## src/rtl/slow_tick_counter_pkg.sv

```systemverilog
// Shared FSM state type and timing constants for slow_tick_counter.
package slow_tick_counter_pkg;

  typedef enum logic [1:0] {
    ARM     = 2'b00,
    STOPPED = 2'b01,
    RUNNING = 2'b10
  } tickState_e;

  localparam int unsigned SYNC_STAGES_DEF = 32'd2;
  localparam int unsigned ARM_CYCLES      = SYNC_STAGES_DEF + 32'd1;

  // Cycles the FSM stays in ARM so the synchroniser chain and history flop are flushed.
  function automatic int unsigned armCycles(input int unsigned syncStages);
    return syncStages + 32'd1;
  endfunction

endpackage

```

## src/rtl/slow_edge_sync.sv

```systemverilog
// Multi-stage synchroniser with a history flop producing a rising-edge indication.
// En masks the rise output, e.g. while the chain is still flushing after reset.
module slow_edge_sync #(
  parameter int unsigned SYNC_STAGES = 32'd2
) (
  input  logic ClkIn,
  input  logic RstN,
  input  logic AsyncIn,
  input  logic En,
  output logic Rise
);

  logic [SYNC_STAGES-1:0] syncChain_r;
  logic                   history_r;

  // Shift the asynchronous input through the chain; history trails the last stage.
  always_ff @(posedge ClkIn or negedge RstN) begin
    if (!RstN) begin
      syncChain_r <= {SYNC_STAGES{1'b0}};
      history_r   <= 1'b0;
    end else begin
      syncChain_r <= {syncChain_r[SYNC_STAGES-2:0], AsyncIn};
      history_r   <= syncChain_r[SYNC_STAGES-1];
    end
  end

  // Left combinational so the consumer registers it together with the state it updates.
  always_comb begin
    Rise = En & syncChain_r[SYNC_STAGES-1] & ~history_r;
  end

endmodule

```

## src/rtl/slow_tick_counter.sv

```systemverilog
// Slow-clock tick generator and programmable modulo counter in the ClkIn domain.
// Optional macro SLOW_TICK_STICKY_WRAP_EN adds the WrapSticky output.
module slow_tick_counter
  import slow_tick_counter_pkg::*;
#(
  parameter int unsigned WIDTH       = 32'd8,
  parameter int unsigned SYNC_STAGES = 32'd2
) (
  input  logic             ClkIn,
  input  logic             RstN,
  input  logic             SlowClk,
  input  logic             Run,
  input  logic             Clear,
  input  logic [WIDTH-1:0] Modulus,
  output logic             Tick,
  output logic [WIDTH-1:0] Count,
  output logic             Wrap,
`ifdef SLOW_TICK_STICKY_WRAP_EN
  output logic             WrapSticky,
`endif
  output logic             Running
);

  localparam int unsigned ARM_LEN = armCycles(SYNC_STAGES);
  localparam int unsigned ACW     = (ARM_LEN > 32'd2) ? $clog2(ARM_LEN) : 32'd1;
  localparam logic [ACW-1:0] ARM_LAST = ACW'(ARM_LEN - 32'd1);

  tickState_e       state_r;
  logic [ACW-1:0]   armCnt_r;
  logic             tick_r;
  logic             wrap_r;
  logic             running_r;
  logic [WIDTH-1:0] count_r;

  logic             rise_s;
  logic             armed_s;
  logic             clearEff_s;
  logic             advance_s;
  logic             atLimit_s;
  logic             wrapSet_s;
  logic [WIDTH:0]   modExt_s;
  logic [WIDTH:0]   nextExt_s;

  assign armed_s = (state_r != ARM);

  slow_edge_sync #(
    .SYNC_STAGES (SYNC_STAGES)
  ) uEdgeSync (
    .ClkIn   (ClkIn),
    .RstN    (RstN),
    .AsyncIn (SlowClk),
    .En      (armed_s),
    .Rise    (rise_s)
  );

  // Modulus 0 stands for 2^WIDTH, so compare in WIDTH+1 bits; a count already past the
  // modulus (modulus lowered on the fly) also satisfies the limit and wraps next tick.
  always_comb begin
    modExt_s   = (Modulus == {WIDTH{1'b0}}) ? {1'b1, {WIDTH{1'b0}}} : {1'b0, Modulus};
    nextExt_s  = {1'b0, count_r} + {{WIDTH{1'b0}}, 1'b1};
    atLimit_s  = (nextExt_s >= modExt_s);
    clearEff_s = Clear & armed_s;
    advance_s  = rise_s & (state_r == RUNNING) & ~clearEff_s;
    wrapSet_s  = advance_s & atLimit_s;
  end

  // FSM with registered Tick/Count/Wrap/Running; counting is decided by the pre-edge state.
  always_ff @(posedge ClkIn or negedge RstN) begin
    if (!RstN) begin
      state_r   <= ARM;
      armCnt_r  <= {ACW{1'b0}};
      tick_r    <= 1'b0;
      wrap_r    <= 1'b0;
      running_r <= 1'b0;
      count_r   <= {WIDTH{1'b0}};
    end else begin
      tick_r <= rise_s;
      wrap_r <= wrapSet_s;
      if (clearEff_s || wrapSet_s) begin
        count_r <= {WIDTH{1'b0}};
      end else if (advance_s) begin
        count_r <= nextExt_s[WIDTH-1:0];
      end else begin
        count_r <= count_r;
      end
      case (state_r)
        ARM: begin
          if (armCnt_r == ARM_LAST) begin
            armCnt_r <= {ACW{1'b0}};
            if (Run) begin
              state_r   <= RUNNING;
              running_r <= 1'b1;
            end else begin
              state_r   <= STOPPED;
              running_r <= 1'b0;
            end
          end else begin
            armCnt_r <= armCnt_r + ACW'(1);
          end
        end
        STOPPED: begin
          if (Run) begin
            state_r   <= RUNNING;
            running_r <= 1'b1;
          end else begin
            state_r   <= STOPPED;
            running_r <= 1'b0;
          end
        end
        RUNNING: begin
          if (!Run) begin
            state_r   <= STOPPED;
            running_r <= 1'b0;
          end else begin
            state_r   <= RUNNING;
            running_r <= 1'b1;
          end
        end
        default: begin
          state_r   <= ARM;
          armCnt_r  <= {ACW{1'b0}};
          running_r <= 1'b0;
        end
      endcase
    end
  end

`ifdef SLOW_TICK_STICKY_WRAP_EN
  logic wrapSticky_r;

  // Remembers any wrap until cleared; Clear wins over a same-cycle wrap.
  always_ff @(posedge ClkIn or negedge RstN) begin
    if (!RstN) begin
      wrapSticky_r <= 1'b0;
    end else if (clearEff_s) begin
      wrapSticky_r <= 1'b0;
    end else if (wrapSet_s) begin
      wrapSticky_r <= 1'b1;
    end else begin
      wrapSticky_r <= wrapSticky_r;
    end
  end

  assign WrapSticky = wrapSticky_r;
`endif

  assign Tick    = tick_r;
  assign Count   = count_r;
  assign Wrap    = wrap_r;
  assign Running = running_r;

endmodule
```

## config.mk

```make
export PLATFORM = sky130hd
export DESIGN_NAME = slow_tick_counter
export DESIGN_NICKNAME = d
export VERILOG_FILES = /design/src/rtl/slow_tick_counter_pkg.sv /design/src/rtl/slow_edge_sync.sv /design/src/rtl/slow_tick_counter.sv
export SDC_FILE = /design/constraint.sdc
export NUM_CORES = 1
export LEC_CHECK = 0
export CAP_MARGIN = 20
export CORE_MARGIN = 2
export CORE_UTILIZATION = 55
export DETAILED_ROUTE_END_ITERATION = 16
export DONT_BUFFER_PORTS = 1
export PLACE_DENSITY = 0.76
export SLEW_MARGIN = 20
export SYNTH_ARGS = -nofsm -noshare
export SYNTH_HDL_FRONTEND = slang
export SYNTH_SLANG_ARGS = --single-unit
```

## constraint.sdc

```tcl
create_clock -name ClkIn -period 2.5 [get_ports ClkIn]
set_input_delay 0.125 -clock ClkIn [delete_from_list [all_inputs] [get_ports ClkIn]]
set_output_delay 0.125 -clock ClkIn [all_outputs]
set_load 0.005 [all_outputs]
```

==> results of run 1 <==
-- logic make-up (layout without fill, tap and decap cells) --
group,Yosys count,count (layout),share of synthesized area
AND/OR/NAND/NOR,43,43,0.211
AO/OA/AOI/OAI,26,26,0.147
buffers and inverters,18,25,0.0693
flip-flops,17,17,0.380
adder cells (fa/ha/maj),13,13,0.145
XOR/XNOR,6,6,0.0469
-- worst max-delay path: stages, from the launching register on --
cell and delay, ns:
dfrtp_1 0.40, ha_1 0.28, and2_1 0.19, xor2_1 0.15
ha_1 0.32, a21o_1 0.19, a211oi_2 0.25, o2bb2ai_2 0.18
a211oi_1 0.27
-- where the power goes --
part | switching, mW | internal [mW] | total [mW] | leakage, nW
sequential | 0.0314 | 0.316 | 0.347 | 0.225
combinational | 0.146 | 0.0930 | 0.239 | 0.366
clock | 0.0851 | 0.0597 | 0.145 | 0.0177
-- final cells by class --
cell class	instances	share of cell area
clock buffer	3	0.0181
timing repair buffer	9	0.0604
tap	27	0.0272
multi-input combinational	88	0.512
inverter	12	0.0362
sequential	17	0.342
clock inverter	1	0.00402
-- state kept, by name, indices dropped and copies added, names as in the netlist --
| name | cells |
|---|---|
| uEdgeSync.history_r | 1 |
| Count | 8 |
| uEdgeSync.syncChain_r | 2 |
| Wrap | 1 |
| armCnt_r | 2 |
| Tick | 1 |
| state_r | 2 |
-- Yosys cell counts (all sizes together) --
cell	n	area, sq um
a211oi	4	30.0
a21o	1	7.51
a21oi	3	15.0
a31o	2	17.5
and2	2	12.5
and3	2	12.5
and4	1	8.76
and4bb	1	12.5
buf	4	25.0
clkbuf	2	7.51
dfrtp	17	425
ha	13	163
inv	12	45.0
nand2	12	45.0
nand2b	1	6.26
nand3	10	50.1
nand3b	2	15.0
nand4	3	18.8
nor2	3	11.3
nor3b	2	15.0
nor4	2	12.5
o2111ai	1	8.76
o21ai	9	45.0
o21bai	1	7.51
o22ai	4	25.0
o2bb2ai	1	8.76
or2	1	6.26
or4b	1	10.0
xnor2	4	35.0
xor2	2	17.5
-- per-layer routing --
| metal | GRT usage | up-vias | share of wire |
|---|---|---|---|
| met3 | 0.0460 | 5 | 0.068 |
| li1 | - | 451 | - |
| met1 | 0.299 | 436 | 0.47 |
| met2 | 0.311 | 31 | 0.45 |
| met5 | 0 | - | 0 |
| met4 | 0.0952 | 0 | 0.016 |
-- through the flow --
step / cell area [sq um] / setup TNS (ns) / utilization / hold slack, ns / power (mW)
after global routing: 1240 / -0.00796 / 0.640 / 0.287 / 0.799
final: 1240 / 0 / 0.640 / 0.271 / 0.731
after CTS: 1230 / 0 / 0.633 / 0.260 / 0.739
after floorplan: 1120 / 0 / - / -0.171 / 0.525
after detailed placement: 1170 / 0 / 0.601 / -0.170 / 0.580
after global placement: 1170 / 0 / 0.601 / -0.170 / 0.568
-- what timing repair did --
action / in CTS / in global routing
resized for setup: 1 / 3
endpoints found under the setup margin: 1 / 7
buffers inserted: 0 / 0
endpoints found under the hold margin: 20 / 0
hold buffers: 3 / 0
-- path summary, 6_finish.rpt --
kind | to | slack [ns] | depth (start not counted)
min | Count[5]$_DFFE_PN0P_ | 0.27 | 3
max | Count[2]$_DFFE_PN0P_ | 0.17 | 8
min reg2reg | uEdgeSync.syncChain_r[1]$_DFF_PN0_ | 0.37 | 0
max reg2reg | Count[2]$_DFFE_PN0P_ | 0.17 | 8
max in group asynchronous | Count[6]$_DFFE_PN0P_ | 1.70 | 1
min in group asynchronous | Count[3]$_DFFE_PN0P_ | 0.33 | 1
==> flow_metrics.py, run 1 <==
metrics = {
    "worst_setup_path": {
        "cp_data_required_time_ns": 2.70,
        "crit_type": "reg -> reg",
        "critPathLaunchType": "register",
        "r2r_start": "Count[1]$_DFFE_PN0P_",
        "cp-startpoint": "Count[1]$_DFFE_PN0P_",
        "cp.arrival_ns": 2.54,
        "worstPathMaxFanout": 9,
        "cp-end-kind": "register",
    },
    "run": {
        "max-cap-violations": 0,
    },
    "die": {
        "io_pins": 24,
        "fp-row-count": 16,
        "die_w_um": 49.1,
        "dieHeight_um": 49.1,
        "core_area_sq_um": 1940,
        "initial_core_util": 0.577,
        "fp.dieArea_sq_um": 2410,
    },
    "yosys": {
        "synth.avg_cell_area_sq_um": 9.10,
        "syn_area_sq_um": 1120,
        "syn-instance-count": 123,
        "synth_nets": 149,
        "yosysWarnings": 0,
        "synth-seq-area-share": 0.380,
        "ys_ff_latch": 17,
        "synth_cell_types": 31,
    },
    "place": {
        "dp_cells": 150,
        "numPortBuffers": 0,
        "hpwl_um": 1690,
        "place_ws_ns": 0.0316,
        "gp_congestion": 0.816,
    },
    "cells_and_area": {
        "nets": 157,
        "multi_input_area_sq_um": 637,
        "final_common_cell": "dfrtp_1",
        "layout-drive-gt1-share": 0.131,
        "insertedDiodeCount": 0,
        "final_cells": 157,
        "synthToLayoutAreaGrowth_pct": 11.1,
        "regArea_sq_um": 425,
        "final_cell_mix": "dfrtp_1, ha_1, inv_1, nand2_1, nand3_1",
        "final.fill_count": 173,
    },
    "clocking": {
        "cts_sinks": 17,
        "path_clk_slew_ns": 0.09,
        "insertion_delay_ns": 0.29,
        "clk_path_buf_depth": 2,
        "root_buffer": "clkbuf_4",
        "cts_max_level": 1,
        "cts_buffers": 3,
        "tritoncts": "yes",
    },
    "pwr": {
        "ir_drop_uv": 662,
        "p_per_area_nw_per_um2": 588,
        "p_leak_nw": 0.608,
    },
    "timing": {
        "hold_violations": 0,
        "min_period_ns": 2.33,
        "finalSetupViolCount": 0,
        "relSlewSlack": 0.497,
        "fin_ws_ns": 0.170,
        "maxSlewViolCount": 0,
        "period_share": 0.932,
        "tightest_slew_ns": 0.752,
        "finalClockSkew_ns": 0.000601,
        "fmax_mhz": 429,
    },
    "global_routing": {
        "grt_max_degree": 21,
        "grt_pass1_wl_um": 3960,
        "grt_usage": 0.212,
        "antenna_found_initial": 0,
        "grt_overflow": 0,
        "grt_pass1_vias": 881,
    },
    "drt": {
        "wl_um": 2330,
        "first_pass_iters": 4,
        "wl_per_cell_um": 14.8,
        "drc": 0,
        "viasPerCell": 5.88,
        "vias": 923,
        "drt_iter0_markers": 26,
        "ant_nets": 0,
    },
    "run_status": {
        "status": "complete, no violations",
    },
    "hold_path": {
        "hp-class": "in -> reg",
        "holdCritStartpoint": "Clear",
    },
}
(Power assumes the default switching activity.)
==> run 2: changes to the inputs <==
--- a/config.mk
+++ b/config.mk
@@ -6,11 +6,13 @@
 export NUM_CORES = 1
 export LEC_CHECK = 0
 export CAP_MARGIN = 20
+export CELL_PAD_IN_SITES_DETAIL_PLACEMENT = 0
+export CELL_PAD_IN_SITES_GLOBAL_PLACEMENT = 1
 export CORE_MARGIN = 2
-export CORE_UTILIZATION = 55
+export CORE_UTILIZATION = 46
 export DETAILED_ROUTE_END_ITERATION = 16
 export DONT_BUFFER_PORTS = 1
-export PLACE_DENSITY = 0.76
+export PLACE_DENSITY = 0.8
 export SLEW_MARGIN = 20
 export SYNTH_ARGS = -nofsm -noshare
 export SYNTH_HDL_FRONTEND = slang
==> constraint.sdc (replaced) <==
create_clock -name ClkIn -period 2.2 [get_ports ClkIn]
set_input_delay 0.11 -clock ClkIn [delete_from_list [all_inputs] [get_ports ClkIn]]
set_output_delay 0.11 -clock ClkIn [all_outputs]
set_load 0.005 [all_outputs]
==> flow_metrics.py, run 2 (synthesized netlist as in run 1, its figures left out) <==
metrics = {
    "drt": {
        "ant_nets": 0,
        "vias": 980,
        "wl_per_cell_um": 16.7,
        "wl_um": 2770,
        "viasPerCell": 5.90,
        "first_pass_iters": 5,
        "drc": 0,
        "drt_iter0_markers": 23,
    },
    "global_routing": {
        "antenna_found_initial": 0,
        "grt_overflow": 0,
        "grt_max_degree": 21,
        "grt_usage": 0.197,
        "grt_pass1_vias": 919,
        "grt_pass1_wl_um": 4100,
    },
    "run_status": {
        "status": "complete, but fails checks",
        "failed_checks": "negative setup slack",
    },
    "worst_setup_path": {
        "critPathLaunchType": "register",
        "path_cells": "and4_4 > and2_4 > xor2_1 > ha_1 > a21o_1 > a211oi_4 > o2bb2ai_4 > a211oi_2",
        "crit_type": "reg -> reg",
        "cp_slowest_stage_delay_ns": 0.37,
        "worstPathMaxFanout": 5,
        "cp-end-kind": "register",
        "cp_slowest_cell": "dfrtp_1",
        "cp_data_required_time_ns": 2.42,
        "cp.arrival_ns": 2.44,
    },
    "cells_and_area": {
        "final_cell_mix": "dfrtp_1, inv_1, nand2_1, ha_1, buf_4",
        "synthToLayoutAreaGrowth_pct": 27.0,
        "largest_register_ffs": 8,
        "final_common_cell": "dfrtp_1",
        "final.fill_count": 195,
        "insertedDiodeCount": 0,
        "nets": 165,
        "layout-drive-gt1-share": 0.283,
        "fin_area_sq_um": 1420,
    },
    "place": {
        "numPortBuffers": 0,
        "gp_congestion": 0.824,
        "hpwl_um": 1820,
        "dpl-instance-area_sq_um": 1210,
    },
    "die": {
        "io_pins": 24,
        "fp-row-count": 17,
        "core_area_sq_um": 2250,
        "fp.dieArea_sq_um": 2850,
        "initial_core_util": 0.497,
        "dieHeight_um": 53.3,
        "die_w_um": 53.3,
    },
    "timing": {
        "min_period_ns": 2.22,
        "finalClockSkew_ns": 0.00357,
        "relSlewSlack": 0.463,
        "tightest_slew_ns": 0.803,
        "hold_violations": 0,
        "setup_tns_ns": -0.0179,
        "finalSetupViolCount": 1,
        "holdWs_ns": 0.157,
        "rsz0062_at_grt": "yes",
        "period_share": 1.01,
        "fmax_mhz": 451,
        "fin_ws_ns": -0.0179,
        "maxSlewViolCount": 0,
    },
    "clocking": {
        "insertion_delay_ns": 0.30,
        "cts_sinks": 17,
        "clk_path_buf_depth": 2,
        "cts_buffers": 3,
        "cts_max_level": 1,
        "path_clk_slew_ns": 0.10,
        "root_buffer": "clkbuf_4",
        "tritoncts": "yes",
    },
    "pwr": {
        "p_per_area_nw_per_um2": 612,
        "ir_drop_uv": 509,
        "p_leak_nw": 0.672,
    },
    "run": {
        "max-cap-violations": 0,
    },
    "hold_path": {
        "hp-class": "in -> reg",
    },
}
[run 2: repair_timing]
action | 4_1_cts | 5_1_grt
hold buffers | 3 | 0
buffers inserted | 0 | 3
setup endpoints to repair | 1 | 9
cloned | 0 | 1
pin swaps | 0 | 13
gates resized for setup | 1 | 22
hold endpoints to repair | 20 | 0
[run 2: worst max-delay path: cells and delay by family (launching register included)]
kind,cells,cell delay [ns]
AOI/OAI and AO/OA,4,0.90
and+or+nand+nor,2,0.41
DFF,1,0.37
adders and majority gates,1,0.27
xor gates and xnor gates,1,0.17
[run 2: layout make-up]
cell class	count	area, sq um	share of cell area
Multi-Input combinational cell	89	754	0.530
Sequential cell	17	425	0.299
Timing Repair Buffer	16	135	0.0950
Inverter	12	45.0	0.0317
Tap cell	28	35.0	0.0246
Clock buffer	3	22.5	0.0158
Clock inverter	1	5.00	0.00352
[run 2: worst paths after layout]
| path | start | to | slack, ns | depth (start not counted) |
|---|---|---|---|---|
| worst max-delay path | Count[2]$_DFFE_PN0P_ | Count[2]$_DFFE_PN0P_ | -0.02 | 8 |
| worst min-delay path | Clear | Count[5]$_DFFE_PN0P_ | 0.16 | 3 |
| worst max register to register | Count[2]$_DFFE_PN0P_ | Count[2]$_DFFE_PN0P_ | -0.02 | 8 |
| worst min register to register | uEdgeSync.syncChain_r[0]$_DFF_PN0_ | uEdgeSync.syncChain_r[1]$_DFF_PN0_ | 0.36 | 0 |
| max in group asynchronous | RstN | Count[3]$_DFFE_PN0P_ | 1.37 | 1 |
| min in group asynchronous | RstN | Count[6]$_DFFE_PN0P_ | 0.34 | 1 |
[run 2: per-layer routing]
layer | routed length, um | GRT usage | vias to the layer above
met5 | 0 | 0 | -
met4 | 29 | 0.0812 | 0
met3 | 167 | 0.0311 | 5
met2 | 1320 | 0.311 | 45
met1 | 1250 | 0.265 | 459
li1 | - | - | 471
[run 2: stage by stage]
step	worst slack, ns	instances	utilization	power, mW
after floorplan	0.00461	123	-	0.599
after global placement	0.0555	155	0.538	0.655
after detailed placement	0.0184	155	0.538	0.667
after CTS	-0.00233	162	0.567	0.844
after global routing	-0.0448	166	0.631	0.943
final	-0.0179	166	0.631	0.871
[run 2: power by group]
| part | internal (mW) | total, mW | switching [mW] |
|---|---|---|---|
| Combinational | 0.120 | 0.305 | 0.185 |
| Sequential | 0.359 | 0.396 | 0.0368 |
| Clock | 0.0678 | 0.170 | 0.103 |
| Total | 0.546 | 0.871 | 0.324 |
